--- src/rtl/fetch_pc_unit_pkg.sv ---
// Shared definitions for the instruction-fetch front end: state encoding
// and the default memory geometry.
package fetch_pc_unit_pkg;

    localparam int MEM_WIDTH_DEFAULT = 64;
    localparam int PC_IDX_W          = $clog2(MEM_WIDTH_DEFAULT);

    // Encoding is {skid_v, infl_v}; the state is never stored separately.
    typedef enum logic [1:0] {
        EMPTY  = 2'b00,
        STREAM = 2'b01,
        REPLAY = 2'b10,
        FULL   = 2'b11
    } fetch_state_t;

endpackage

--- src/rtl/fetch_pc_unit_skid_buf.sv ---
// One-entry pc+instruction holding buffer used when decode stalls.
module fetch_skid_buf
    import fetch_pc_unit_pkg::*;
#(
    parameter int PCW = PC_IDX_W
) (
    input  logic           clk,
    input  logic           reset,
    input  logic           load_i,
    input  logic           clear_i,
    input  logic [PCW-1:0] pc_i,
    input  logic [31:0]    instr_i,
    output logic           valid_o,
    output logic [PCW-1:0] pc_o,
    output logic [31:0]    instr_o
);

    logic           valid_q;
    logic [PCW-1:0] pc_q;
    logic [31:0]    instr_q;

    // Clear wins over load so a redirect always empties the buffer.
    always_ff @(posedge clk or posedge reset) begin
        if (reset) begin
            valid_q <= 1'b0;
            pc_q    <= '0;
            instr_q <= '0;
        end else if (clear_i) begin
            valid_q <= 1'b0;
        end else if (load_i) begin
            valid_q <= 1'b1;
            pc_q    <= pc_i;
            instr_q <= instr_i;
        end
    end

    assign valid_o = valid_q;
    assign pc_o    = pc_q;
    assign instr_o = instr_q;

endmodule

--- src/rtl/fetch_pc_unit.sv ---
// Fetch front end: owns the PC, tracks the one read in flight to intMem and
// presents a valid/ready instruction stream to decode.
module fetch_pc_unit
    import fetch_pc_unit_pkg::*;
#(
    parameter int          MEM_WIDTH = MEM_WIDTH_DEFAULT,
    parameter logic [31:0] RESET_PC  = 32'd0
) (
    input  logic        clk,
    input  logic        reset,
    output logic [31:0] address,
    input  logic [31:0] instruction,
    input  logic        redirect,
    input  logic [31:0] redirect_target,
    output logic        out_valid,
    input  logic        out_ready,
    output logic [31:0] out_instruction,
    output logic [31:0] out_pc
);

    localparam int             PCW       = $clog2(MEM_WIDTH);
    localparam logic [PCW-1:0] RESET_IDX = RESET_PC[PCW-1:0];

    logic [PCW-1:0] pc_q, pc_d;
    logic           infl_v_q, infl_v_d;
    logic [PCW-1:0] infl_pc_q, infl_pc_d;

    logic           skid_v;
    logic [PCW-1:0] skid_pc;
    logic [31:0]    skid_instr;
    logic           skid_load;
    logic           skid_clear;

    logic           fire;
    logic           issue;
    fetch_state_t   state;

    logic           unused_target_bits;
    assign unused_target_bits = ^redirect_target[31:PCW];

    assign state = fetch_state_t'({skid_v, infl_v_q});
    assign fire  = out_valid & out_ready;

    always_ff @(posedge clk or posedge reset) begin
        if (reset) begin
            pc_q      <= RESET_IDX;
            infl_v_q  <= 1'b0;
            infl_pc_q <= '0;
        end else begin
            pc_q      <= pc_d;
            infl_v_q  <= infl_v_d;
            infl_pc_q <= infl_pc_d;
        end
    end

    always_comb begin
        pc_d       = pc_q;
        infl_v_d   = infl_v_q;
        infl_pc_d  = infl_pc_q;
        skid_load  = 1'b0;
        skid_clear = 1'b0;
        issue      = 1'b0;

        if (redirect) begin
            pc_d       = redirect_target[PCW-1:0];
            infl_v_d   = 1'b0;
            skid_clear = 1'b1;
        end else begin
            unique case (state)
                EMPTY: begin
                    issue = 1'b1;
                end
                STREAM: begin
                    skid_load = ~fire;
                    issue     = 1'b1;
                end
                FULL: begin
                    if (fire) begin
                        skid_load = 1'b1;
                        issue     = 1'b1;
                    end else begin
                        // Buffer is occupied, so the arriving word cannot be
                        // kept; refetch it once decode drains the buffer.
                        pc_d     = infl_pc_q;
                        infl_v_d = 1'b0;
                    end
                end
                REPLAY: begin
                    skid_clear = fire;
                    issue      = 1'b1;
                end
                default: begin
                    issue = 1'b0;
                end
            endcase

            if (issue) begin
                infl_v_d  = 1'b1;
                infl_pc_d = pc_q;
                pc_d      = pc_q + 1'b1;
            end
        end
    end

    fetch_skid_buf #(
        .PCW(PCW)
    ) u_skid (
        .clk     (clk),
        .reset   (reset),
        .load_i  (skid_load),
        .clear_i (skid_clear),
        .pc_i    (infl_pc_q),
        .instr_i (instruction),
        .valid_o (skid_v),
        .pc_o    (skid_pc),
        .instr_o (skid_instr)
    );

    assign address         = 32'(pc_q);
    assign out_valid       = skid_v | infl_v_q;
    assign out_instruction = skid_v ? skid_instr : instruction;
    assign out_pc          = skid_v ? 32'(skid_pc) : 32'(infl_pc_q);

endmodule

--- config.mk ---
export PLATFORM = sky130hd
export DESIGN_NAME = fetch_pc_unit
export DESIGN_NICKNAME = d
export VERILOG_FILES = /design/src/rtl/fetch_pc_unit_pkg.sv /design/src/rtl/fetch_pc_unit_skid_buf.sv /design/src/rtl/fetch_pc_unit.sv
export SDC_FILE = /design/constraint.sdc
export NUM_CORES = 1
export LEC_CHECK = 0
export BUFFER_PORTS_ARGS = -buffer_cell sky130_fd_sc_hd__buf_2
export CAP_MARGIN = 10
export CORE_UTILIZATION = 48
export DETAILED_ROUTE_END_ITERATION = 8
export PLACE_DENSITY = 0.92
export SYNTH_ARGS = -nofsm -noshare
export SYNTH_HDL_FRONTEND = slang
export SYNTH_SLANG_ARGS = --single-unit
--- constraint.sdc ---
create_clock -name clk -period 4.6 [get_ports clk]
set_clock_uncertainty 0.15 [all_clocks]
set_input_delay 0 -clock clk [delete_from_list [all_inputs] [get_ports clk]]
set_output_delay 0 -clock clk [all_outputs]
set_load 0.005 [all_outputs]
==> metrics.txt, run 1 <==
status finished clean; Sink Count 52; drt total wl 6200 um; worst slew pin tran 0.934 ns; core area 0.00599 mm2; Critical Path End Type flip-flop; Antenna Cells 0; CP Launch Type flip-flop; Post-Syn Instances 238; number of CTS-inserted buffers 5; met1 usage 0.198; Post-synth EDFFs 0; sequential fraction of design power 0.500; final non-filler cell total 451; met3 Usage GRT 0.0382; RSZ-0062 raised after global routing no; global routing's busiest layer met2; vias in the first global route 2,049; DRT antenna net count 0; FF+latch count, synth 52; post-route setup TNS 0 ns; vias per inst 4.70; DRT Pass-1 Iters 4; setup bufs post-CTS 0; hold_buf cts 53; Die ar. 0.00660 mm2; first-pass GRT wire length 9360 um; Final Critical Period 2.97 ns; worst skew pair latency 0.31 ns; Fillers 442; Starting Density 0.503; Top-Level Pins 165; Worst Path Required 4.65 ns; WL/cell 13.7 um; Max Transition Viols Final 0; Yosys top cell area share 0.432; VDD IR max 206 uV; largest net degree at the start of global routing 53; CTS tree yes; Initial DRC Count 30; Tot GR Track Use 0.189; Setup Slack @ Placement 1.59 ns; Post-synth top cells mux2_2, buf_4, dfrtp_1; critical path launch point u_skid.valid_o; final hold viol count 0; Power per Cell Area 328 mW/mm2; Post-Synth Simple-Gate Area 0.0316; area of placed instances 0.00327 mm2; worst path arrival time 3.02 ns; Synth area leaders dfrtp_1, mux2_2, buf_4; Final HPWL DP 3600 um; CTS root buffer clkbuf_8; final instance area 0.00392 mm2; combinational share of power 0.288; share of layout cells above drive strength 1 0.484; Setup-failing EPs final 0; P_leak 1.96 nW; Clk pwr share 0.212; Cell Area, Synth 0.00301 mm2; post-synthesis sequential area ratio 0.432; Reg clk slew, reported paths 0.11 ns; XOR/XNOR Fraction of Synth Area 0.0116; internal power 0.000923 W; Synth area leader dfrtp_1; cell row count 28; initial antenna violation count 0; worst min-delay path category input port to asynchronous set/reset pin; mux cell area share after synthesis 0.341; Netlist cell types 24; P&R area growth vs syn 30.1%; RR Startpoint u_skid.valid_o; routing usage on met2 0.364; Resized cells post-CTS 0; DIE HEIGHT 81.2 um; mean post-synth cell area 12.7 um2; FMAX 337 MHz; Nets 444; most frequent cell after synthesis mux2_2; Setup Crit Path Kind flip-flop to flip-flop; Most used DFF post-synth dfrtp_1; Die W 81.2 um; yosys warns 0; largest family of logic cells by synthesized area multiplexers; fraction of registers with async set/reset 1.00; total gr overflow 0; R2R setup slack 1.63 ns; IO buf count 86; vias 2,121; Slew HR 0.377; post-route setup slack 1.63 ns; residual DRC count 0; Net Switching 0.000361 W; CP max FO 43; Compound-Gate Fraction of Synth Area 0.0220; H-tree levels 2; period utilisation layout 0.646; GP Congestion 0.720; switch share 0.281; Max Cap Viol 0; Post-Synth Adder-Cell Area 0.00415; Cells after DPL 389; CTS max path bufs 2
[flip-flops by register name (all words and copies together) (netlist names)]
name and cells:
infl_pc_q 6, infl_v_q 1, u_skid.pc_o 6, u_skid.valid_o 1, u_skid.instr_o 32, pc_q 6
[final timing paths]
path / cells past startpoint / endpoint
max in group asynchronous: 4 / u_skid.instr_o[30]
min in group clk: 3 / u_skid.instr_o[23]
min: 3 / infl_pc_q[5]
max: 4 / u_skid.instr_o[16]
max reg2reg: 4 / u_skid.instr_o[16]
min reg2reg: 1 / u_skid.instr_o[10]
[layout make-up]
type,instances,area [um2],share of cell area
tap,75,93.8,0.0239
inverter,2,7.51,0.00192
multi-input combinational,173,1430,0.365
timing repair buffer,141,988,0.252
sequential,52,1300,0.332
clock inverter,3,26.3,0.00670
clock buffer,5,68.8,0.0176
[stage by stage]
stage	utilization	hold slack, ns	total power, W
floorplan	-	-0.0414	0.000893
global placement	0.547	0.0576	0.000951
detailed placement	0.547	0.0651	0.000972
CTS	0.651	0.305	0.00129
global route	0.654	0.192	0.00136
finish	0.654	0.124	0.00128
[layer usage]
layer  part of all wire  vias up
met5                  0        -
met4              0.024        0
met3              0.050       14
met2               0.54       95
met1               0.39     1026
li1                   -      986
[worst max-delay path, cell delays in order (launching register included)]
cell and delay (ns):
dfrtp_2 0.98, xnor2_1 0.15, nand3b_1 0.65, buf_4 0.51, mux2_2 0.39
[power groups by stage]
stage                     logic, W  registers (W)  clock network (W)
final                     0.000370       0.000642           0.000272
after global routing      0.000407       0.000656           0.000300
after CTS                 0.000366       0.000641           0.000284
after detailed placement  0.000323       0.000649                  0
after global placement    0.000313       0.000639                  0
after floorplan           0.000273       0.000620                  0
[cell families after synthesis]
group | after synthesis
mux | 85
buf+inv | 64
flops | 52
simple gates | 19
compound gates | 12
xor+xnor | 4
fa+ha+maj | 1
other cells | 1
[placed cells by master, fill, tap and decap left out, types with 2 or more instances in the layout]
cell type	synthesis	layout
a21oi_1	2	2
clkinv_4	0	2
mux2_2	62	62
mux2_4	20	20
nor2_1	2	2
nand3b_1	2	2
mux2i_1	3	3
xnor2_1	4	4
clkbuf_8	0	5
o21ai_0	8	8
dfrtp_1	52	51
nand3_1	3	3
conb_1	1	52
nand2_1	8	8
buf_2	4	86
dlygate4sd3_1	0	53
Power figures use the tool's default switching activity.
==> run 2: changes to the inputs <==
--- a/config.mk
+++ b/config.mk
@@ -5,11 +5,12 @@
 export SDC_FILE = /design/constraint.sdc
 export NUM_CORES = 1
 export LEC_CHECK = 0
+export ABC_AREA = 1
 export BUFFER_PORTS_ARGS = -buffer_cell sky130_fd_sc_hd__buf_2
 export CAP_MARGIN = 10
-export CORE_UTILIZATION = 48
+export CORE_UTILIZATION = 45
 export DETAILED_ROUTE_END_ITERATION = 8
-export PLACE_DENSITY = 0.92
+export PLACE_DENSITY = 0.88
 export SYNTH_ARGS = -nofsm -noshare
 export SYNTH_HDL_FRONTEND = slang
 export SYNTH_SLANG_ARGS = --single-unit
==> constraint.sdc (replaced) <==
create_clock -name clk -period 3 [get_ports clk]
set_clock_uncertainty 0.15 [all_clocks]
set_input_delay 0 -clock clk [delete_from_list [all_inputs] [get_ports clk]]
set_output_delay 0 -clock clk [all_outputs]
set_load 0.005 [all_outputs]
==> run 2 against run 1 <==
Against the previous run: sequential cell count did not move; via count rose by 22%; sequential share of layout area rose by 1.5 points; combinational power rose by 17%; first-iteration DRC count rose to 3.5 times the previous value; synthesized area fell by 2.6%; worst hold slack got worse by 0.048 ns; core utilization fell by 6.0 points; critical path type unchanged.
==> metrics.txt, run 2 <==
met3 Usage GRT 0.0385 (+0.000259); period utilisation layout 0.732 (+0.0867); yosys warns 0 (unchanged); H-tree levels 2 (unchanged); cell row count 29 (+3.6%); Antenna Cells 0 (unchanged); final instance area 0.00375 mm2 (-4.3%); vias per inst 4.42 (-6.1%); Reg clk slew, reported paths 0.10 ns (about the same); post-synthesis sequential area ratio 0.443 (+0.0116); Compound-Gate Fraction of Synth Area 0.148 (+0.126); internal power 0.00125 W (+36%); share of layout cells above drive strength 1 0.200 (-0.284); vias 2,589 (+22%); mux cell area share after synthesis 0 (-0.341); Nets 577 (+30%); Die W 82.7 um (+1.9%); Fillers 528 (+19%); Sink Count 52 (unchanged); met1 usage 0.187 (-0.0112); most frequent cell after synthesis nand2_1; number of CTS-inserted buffers 5 (unchanged); first-pass GRT wire length 9310 um (-0.59%); combinational share of power 0.243 (-0.045); Net Switching 0.000523 W (+45%); RR Startpoint u_skid.valid_o; P_leak 2.03 nW (+3.3%); post-route setup slack 0.803 ns (-0.827 ns); Critical Path End Type flip-flop; Post-Synth Simple-Gate Area 0.167 (+0.135); mean post-synth cell area 7.64 um2 (-40%); final hold viol count 0 (unchanged); Worst Path Required 3.04 ns (-1.61 ns); Post-Syn Instances 384 (+61%); Setup Crit Path Kind flip-flop to flip-flop; Cell Area, Synth 0.00293 mm2 (-2.6%); largest family of logic cells by synthesized area buffers and inverters; Starting Density 0.465 (-0.0382); P&R area growth vs syn 27.8%; Setup-failing EPs final 0 (unchanged); RSZ-0062 raised after global routing no; DIE HEIGHT 82.7 um (+1.9%); CTS tree yes; final non-filler cell total 586 (+30%); FF+latch count, synth 52 (unchanged); area of the multi-input gates 0.00114 mm2 (-20%); Synth area leaders dfrtp_1, nand2_1, buf_4; status finished clean; global routing's busiest layer met2; area of placed instances 0.00318 mm2 (-2.9%); GP Congestion 0.760 (+5.5%); DRT Pass-1 Iters 4 (unchanged); Synth area leader dfrtp_1; Top-Level Pins 165 (unchanged); commonest non-fill, non-tap cell in the layout nand2_1; Final HPWL DP 3800 um (+5.6%); Netlist cell types 21 (-13%); Initial DRC Count 104 (+250%); switch share 0.295 (+0.0136); Clk pwr share 0.236 (+0.024); most frequent cells in the layout nand2_1, buf_2, conb_1, o21ai_0, dfrtp_1; Post-Synth Adder-Cell Area 0.00426 (+0.000112); Design Power 0.00178 W (+38%); post-route setup TNS 0 ns (unchanged); FF-to-FF End u_skid.valid_o; setup bufs post-CTS 0 (unchanged); worst path arrival time 2.24 ns (-0.78 ns); Cells after DPL 531 (+37%); Die ar. 0.00685 mm2 (+3.8%); fraction of registers with async set/reset 1.00 (unchanged); residual DRC count 0 (unchanged); Yosys top cell area share 0.443 (+0.0116); largest net degree at the start of global routing 53 (unchanged); Post-synth top cells nand2_1, buf_4, dfrtp_1; FMAX 455 MHz (+35%); Post-synth EDFFs 0 (unchanged); Slew HR 0.314 (-0.0632); vias in the first global route 2,270 (+11%); FF/Latch Area 0.00130 mm2 (unchanged); CP Launch Type flip-flop; CTS root buffer clkbuf_8; R2R setup slack 0.80 ns (-0.83 ns); drt total wl 6070 um (-2.2%); sequential fraction of design power 0.520 (+0.020); Setup Slack @ Placement 1.33 ns (-0.264 ns); routing usage on met2 0.356 (-0.00813); worst skew pair latency 0.30 ns (about the same); Tot GR Track Use 0.179 (-0.00964); core area 0.00631 mm2 (+5.4%); worst slew pin tran 1.03 ns (+0.0933 ns); Most used DFF post-synth dfrtp_1; initial antenna violation count 0 (unchanged); IO buf count 86 (unchanged); total gr overflow 0 (unchanged); worst min-delay path category input port to flip-flop; WHS Endpoint infl_pc_q[3]; hold_sp out_ready; Power per Cell Area 473 mW/mm2 (+45%); Max Cap Viol 0 (unchanged); CTS max path bufs 2 (unchanged); XOR/XNOR Fraction of Synth Area 0.00299 (-0.00864); CP max FO 43 (unchanged); Hold Path Depth 6; max reg flops 32 (unchanged); WL/cell 10.4 um (-25%); VDD IR max 248 uV (+20%); DRT antenna net count 0 (unchanged); Final Critical Period 2.20 ns (-0.773 ns); reg2reg path depth 5 (+1); Max Transition Viols Final 0 (unchanged)
## run 2: area by class of cell
class	count	share of cell area
Sequential cell	52	0.347
Multi-Input combinational cell	263	0.304
Timing Repair Buffer	136	0.246
Inverter	50	0.0501
Clock buffer	8	0.0267
Tap cell	77	0.0257
## run 2: cells by family after synthesis
group / Yosys count
xor gates and xnor gates: 1
and+or+nand+nor: 124
adders and majority gates: 1
AOI/OAI and AO/OA: 85
other: 1
buffers and inverters: 120
DFF: 52
## run 2: per-stage QoR
step | hold WS (ns) | utilization
6_report | 0.0761 | 0.594
5_1_grt | 0.110 | 0.594
4_1_cts | 0.0539 | 0.594
3_5_place_dp | 0.0767 | 0.504
3_3_place_gp | 0.0683 | 0.504
2_1_floorplan | -0.0303 | -
## run 2: worst max path at each step
stage / from / slack [ns] / to / cells past startpoint
after floorplan: reset / 1.59 / infl_pc_q[0] / 1
after global placement: u_skid.valid_o / 1.37 / u_skid.valid_o / 4
after detailed placement: u_skid.valid_o / 1.33 / u_skid.valid_o / 4
after CTS: u_skid.valid_o / 0.78 / u_skid.valid_o / 5
after global routing: u_skid.valid_o / 0.65 / u_skid.valid_o / 5
final: u_skid.valid_o / 0.80 / u_skid.valid_o / 5
## run 2: power by group through the flow
stage | combinational [W] | clock (W) | sequential (W)
2_1_floorplan | 0.000307 | 0 | 0.000914
6_report | 0.000432 | 0.000420 | 0.000924
5_1_grt | 0.000506 | 0.000467 | 0.000942
4_1_cts | 0.000429 | 0.000438 | 0.000923
3_5_place_dp | 0.000382 | 0 | 0.000936
3_3_place_gp | 0.000367 | 0 | 0.000928
## run 2: metal layers
metal  share of wire  up-vias
met3           0.048        4
met1            0.42     1160
met4          0.0053        0
li1                -     1332
met2            0.52       93
met5               0        -
## run 2: repair_timing
item,in CTS,in global routing
hold buffers,47,0
setup endpoints to repair,0,0
resized for setup,0,0
hold endpoints to repair,91,0
## run 2: worst max-delay path: stages (launching register included)
cell,delay (ns)
dfrtp_2,0.64
nand2_1,0.14
nand3_2,0.10
buf_4,0.34
o21ai_0,0.14
dlygate4sd3_1,0.58
==> run 3: changes to the inputs <==
--- a/config.mk
+++ b/config.mk
@@ -5,12 +5,12 @@
 export SDC_FILE = /design/constraint.sdc
 export NUM_CORES = 1
 export LEC_CHECK = 0
-export ABC_AREA = 1
+export ABC_AREA = 0
 export BUFFER_PORTS_ARGS = -buffer_cell sky130_fd_sc_hd__buf_2
 export CAP_MARGIN = 10
-export CORE_UTILIZATION = 45
+export CORE_UTILIZATION = 41
 export DETAILED_ROUTE_END_ITERATION = 8
-export PLACE_DENSITY = 0.88
+export PLACE_DENSITY = 0.85
 export SYNTH_ARGS = -nofsm -noshare
 export SYNTH_HDL_FRONTEND = slang
 export SYNTH_SLANG_ARGS = --single-unit
==> constraint.sdc (replaced) <==
create_clock -name clk -period 2 [get_ports clk]
set_clock_uncertainty 0.15 [all_clocks]
set_input_delay 0 -clock clk [delete_from_list [all_inputs] [get_ports clk]]
set_output_delay 0 -clock clk [all_outputs]
set_load 0.005 [all_outputs]
==> run 3 against run 2 <==
Against the previous run: clock power up 43%; via count down 18%; die area up 12%; critical path type is now input port to flip-flop; wire length up 4.7%; sequential share of layout area down 1.5 points; sequential power up 58%; design area up 4.4%.
==> metrics.txt, run 3 (synthesized netlist as in run 1, its figures left out) <==
status finished clean; Die ar. 0.00770 mm2 (+12%); Top-Level Pins 165 (unchanged); reg2reg path depth 6 (+1); CP cell instances dlygate4sd3_1 > buf_4 > nand2_1 > dlygate4sd3_1 > o21ai_0 > dlygate4sd3_1; Net Switching 0.000810 W (+55%); Reg clk slew, reported paths 0.10 ns (about the same); final hold viol count 0 (unchanged); Max Cap Viol 0 (unchanged); area of placed instances 0.00334 mm2 (+5.2%); vias 2,117 (-18%); IO buf count 86 (unchanged); CTS max path bufs 2 (unchanged); post-route setup TNS 0 ns (unchanged); DRT antenna net count 0 (unchanged); commonest non-fill, non-tap cell in the layout buf_2; H-tree levels 2 (unchanged); drt total wl 6350 um (+4.7%); CP peak stage delay 0.56 ns (-0.08 ns); cell row count 30 (+3.4%); Min Hold Slack 0.134 ns (+0.0583 ns); internal power 0.00210 W (+68%); combinational share of power 0.292 (+0.049); DIE HEIGHT 87.7 um (+6.0%); worst min-delay path category input port to asynchronous set/reset pin; max reg flops 32 (unchanged); final non-filler cell total 470 (-20%); first-pass GRT wire length 9730 um (+4.5%); worst path arrival time 2.00 ns (-0.24 ns); largest net degree at the start of global routing 53 (unchanged); sequential fraction of design power 0.501 (-0.019); worst skew pair latency 0.30 ns (about the same); Max Transition Viols Final 0 (unchanged); vias in the first global route 2,091 (-7.9%); final instance area 0.00392 mm2 (+4.4%); Setup-failing EPs final 0 (unchanged); Sink Count 52 (unchanged); CP max FO 15 (-65%); Antenna Cells 0 (unchanged); P_leak 1.95 nW (-3.8%); share of layout cells above drive strength 1 0.495 (+0.294); CTS tree yes; Final HPWL DP 3810 um (+0.18%); CP Launch Type input port; Nets 442 (-23%); most frequent cells in the layout buf_2, mux2_2, conb_1, dfrtp_1, dlygate4sd3_1; RSZ-0062 raised after global routing no; Top delay family on crit path buffers and inverters; Clk pwr share 0.206 (-0.030); residual DRC count 0 (unchanged); WL/cell 13.5 um (+31%); core area 0.00694 mm2 (+10%); Final Critical Period 1.95 ns; GP Congestion 0.822 (+8.3%); number of CTS-inserted buffers 5 (unchanged); DRT Pass-1 Iters 4 (unchanged); Worst Path Required 2.05 ns (-0.99 ns); P&R area growth vs syn 30.0%; Top cell by count, worst path dlygate4sd3_1; Setup Crit Path Kind input port to flip-flop; Starting Density 0.434 (-0.0309); critical path depth in cells 6 (+1); switch share 0.278 (-0.0171); Fillers 577 (+9.3%); period utilisation layout 0.977; Bufs and invs on worst path 4 (+2); slowest CP cell dlygate4sd3_1; total gr overflow 0 (unchanged); vias per inst 4.50 (+2.0%); VDD IR max 486 uV (+96%); Power per Cell Area 744 mW/mm2 (+57%); Die W 87.7 um (+6.0%); Cells after DPL 414 (-22%); initial antenna violation count 0 (unchanged); Initial DRC Count 43 (-59%); Tot GR Track Use 0.166 (-0.0136); CTS root buffer clkbuf_8; Critical Path End Type flip-flop; setup bufs post-CTS 0 (unchanged); FMAX 512 MHz
==> run 3: cell count changes in the layout (fill, tap and decap cells not counted), moves of 20 or more <==
cell | before | now
nand2_1 | 109 | 8
mux2_2 | 0 | 62
inv_1 | 48 | 1
o21ai_0 | 51 | 8
o21ai_1 | 31 | 0
mux2_4 | 0 | 20
==> run 3: layout make-up <==
| class | count | area (um2) | share of cell area |
|---|---|---|---|
| clock buffer | 5 | 68.8 | 0.0176 |
| clock inverter | 3 | 21.3 | 0.00543 |
| inverter | 2 | 7.51 | 0.00192 |
| multi-input combinational | 173 | 1430 | 0.366 |
| sequential | 52 | 1300 | 0.333 |
| tap | 96 | 120 | 0.0307 |
| timing repair buffer | 139 | 963 | 0.246 |
==> run 3: per-stage QoR <==
step | power [W] | setup WS, ns | utilization
global route | 0.00309 | 0.0257 | 0.564
floorplan | 0.00205 | 0.423 | -
CTS | 0.00295 | 0.0930 | 0.564
detailed placement | 0.00225 | 0.290 | 0.481
finish | 0.00291 | 0.0467 | 0.564
global placement | 0.00220 | 0.327 | 0.481
==> run 3: worst paths after layout <==
check,from,endpoint,slack (ns)
max reg2reg,pc_q[0],pc_q[2],0.13
min,reset,u_skid.instr_o[15],0.13
min reg2reg,u_skid.instr_o[23],u_skid.instr_o[23],0.36
max,redirect,pc_q[2],0.05
max in group asynchronous,reset,u_skid.valid_o,1.29
min in group clk,instruction[28],u_skid.instr_o[28],0.33
==> run 3: worst min-delay path, delay by kind of cell <==
family | cells | cell delay [ns]
buffers and inverters | 4 | 0.98
==> run 3: what timing repair did <==
action                     CTS  global route
resized for setup            0             2
setup endpoints to repair    0             1
hold buffers                48             0
hold endpoints to repair    92             0
==> run 3: power groups by stage <==
stage | Combinational, W | Clock, W | Sequential, W
CTS | 0.000851 | 0.000641 | 0.00146
detailed placement | 0.000771 | 0 | 0.00147
global placement | 0.000749 | 0 | 0.00145
floorplan | 0.000628 | 0 | 0.00143
finish | 0.000852 | 0.000601 | 0.00146
global route | 0.000935 | 0.000668 | 0.00149
==> run 3: per-layer routing <==
layer / up-vias / share of wire / global-route usage
met4: 0 / 0.014 / 0.0537
met5: - / 0 / 0
met1: 1040 / 0.40 / 0.175
met2: 86 / 0.55 / 0.324
li1: 981 / - / -
met3: 10 / 0.042 / 0.0339
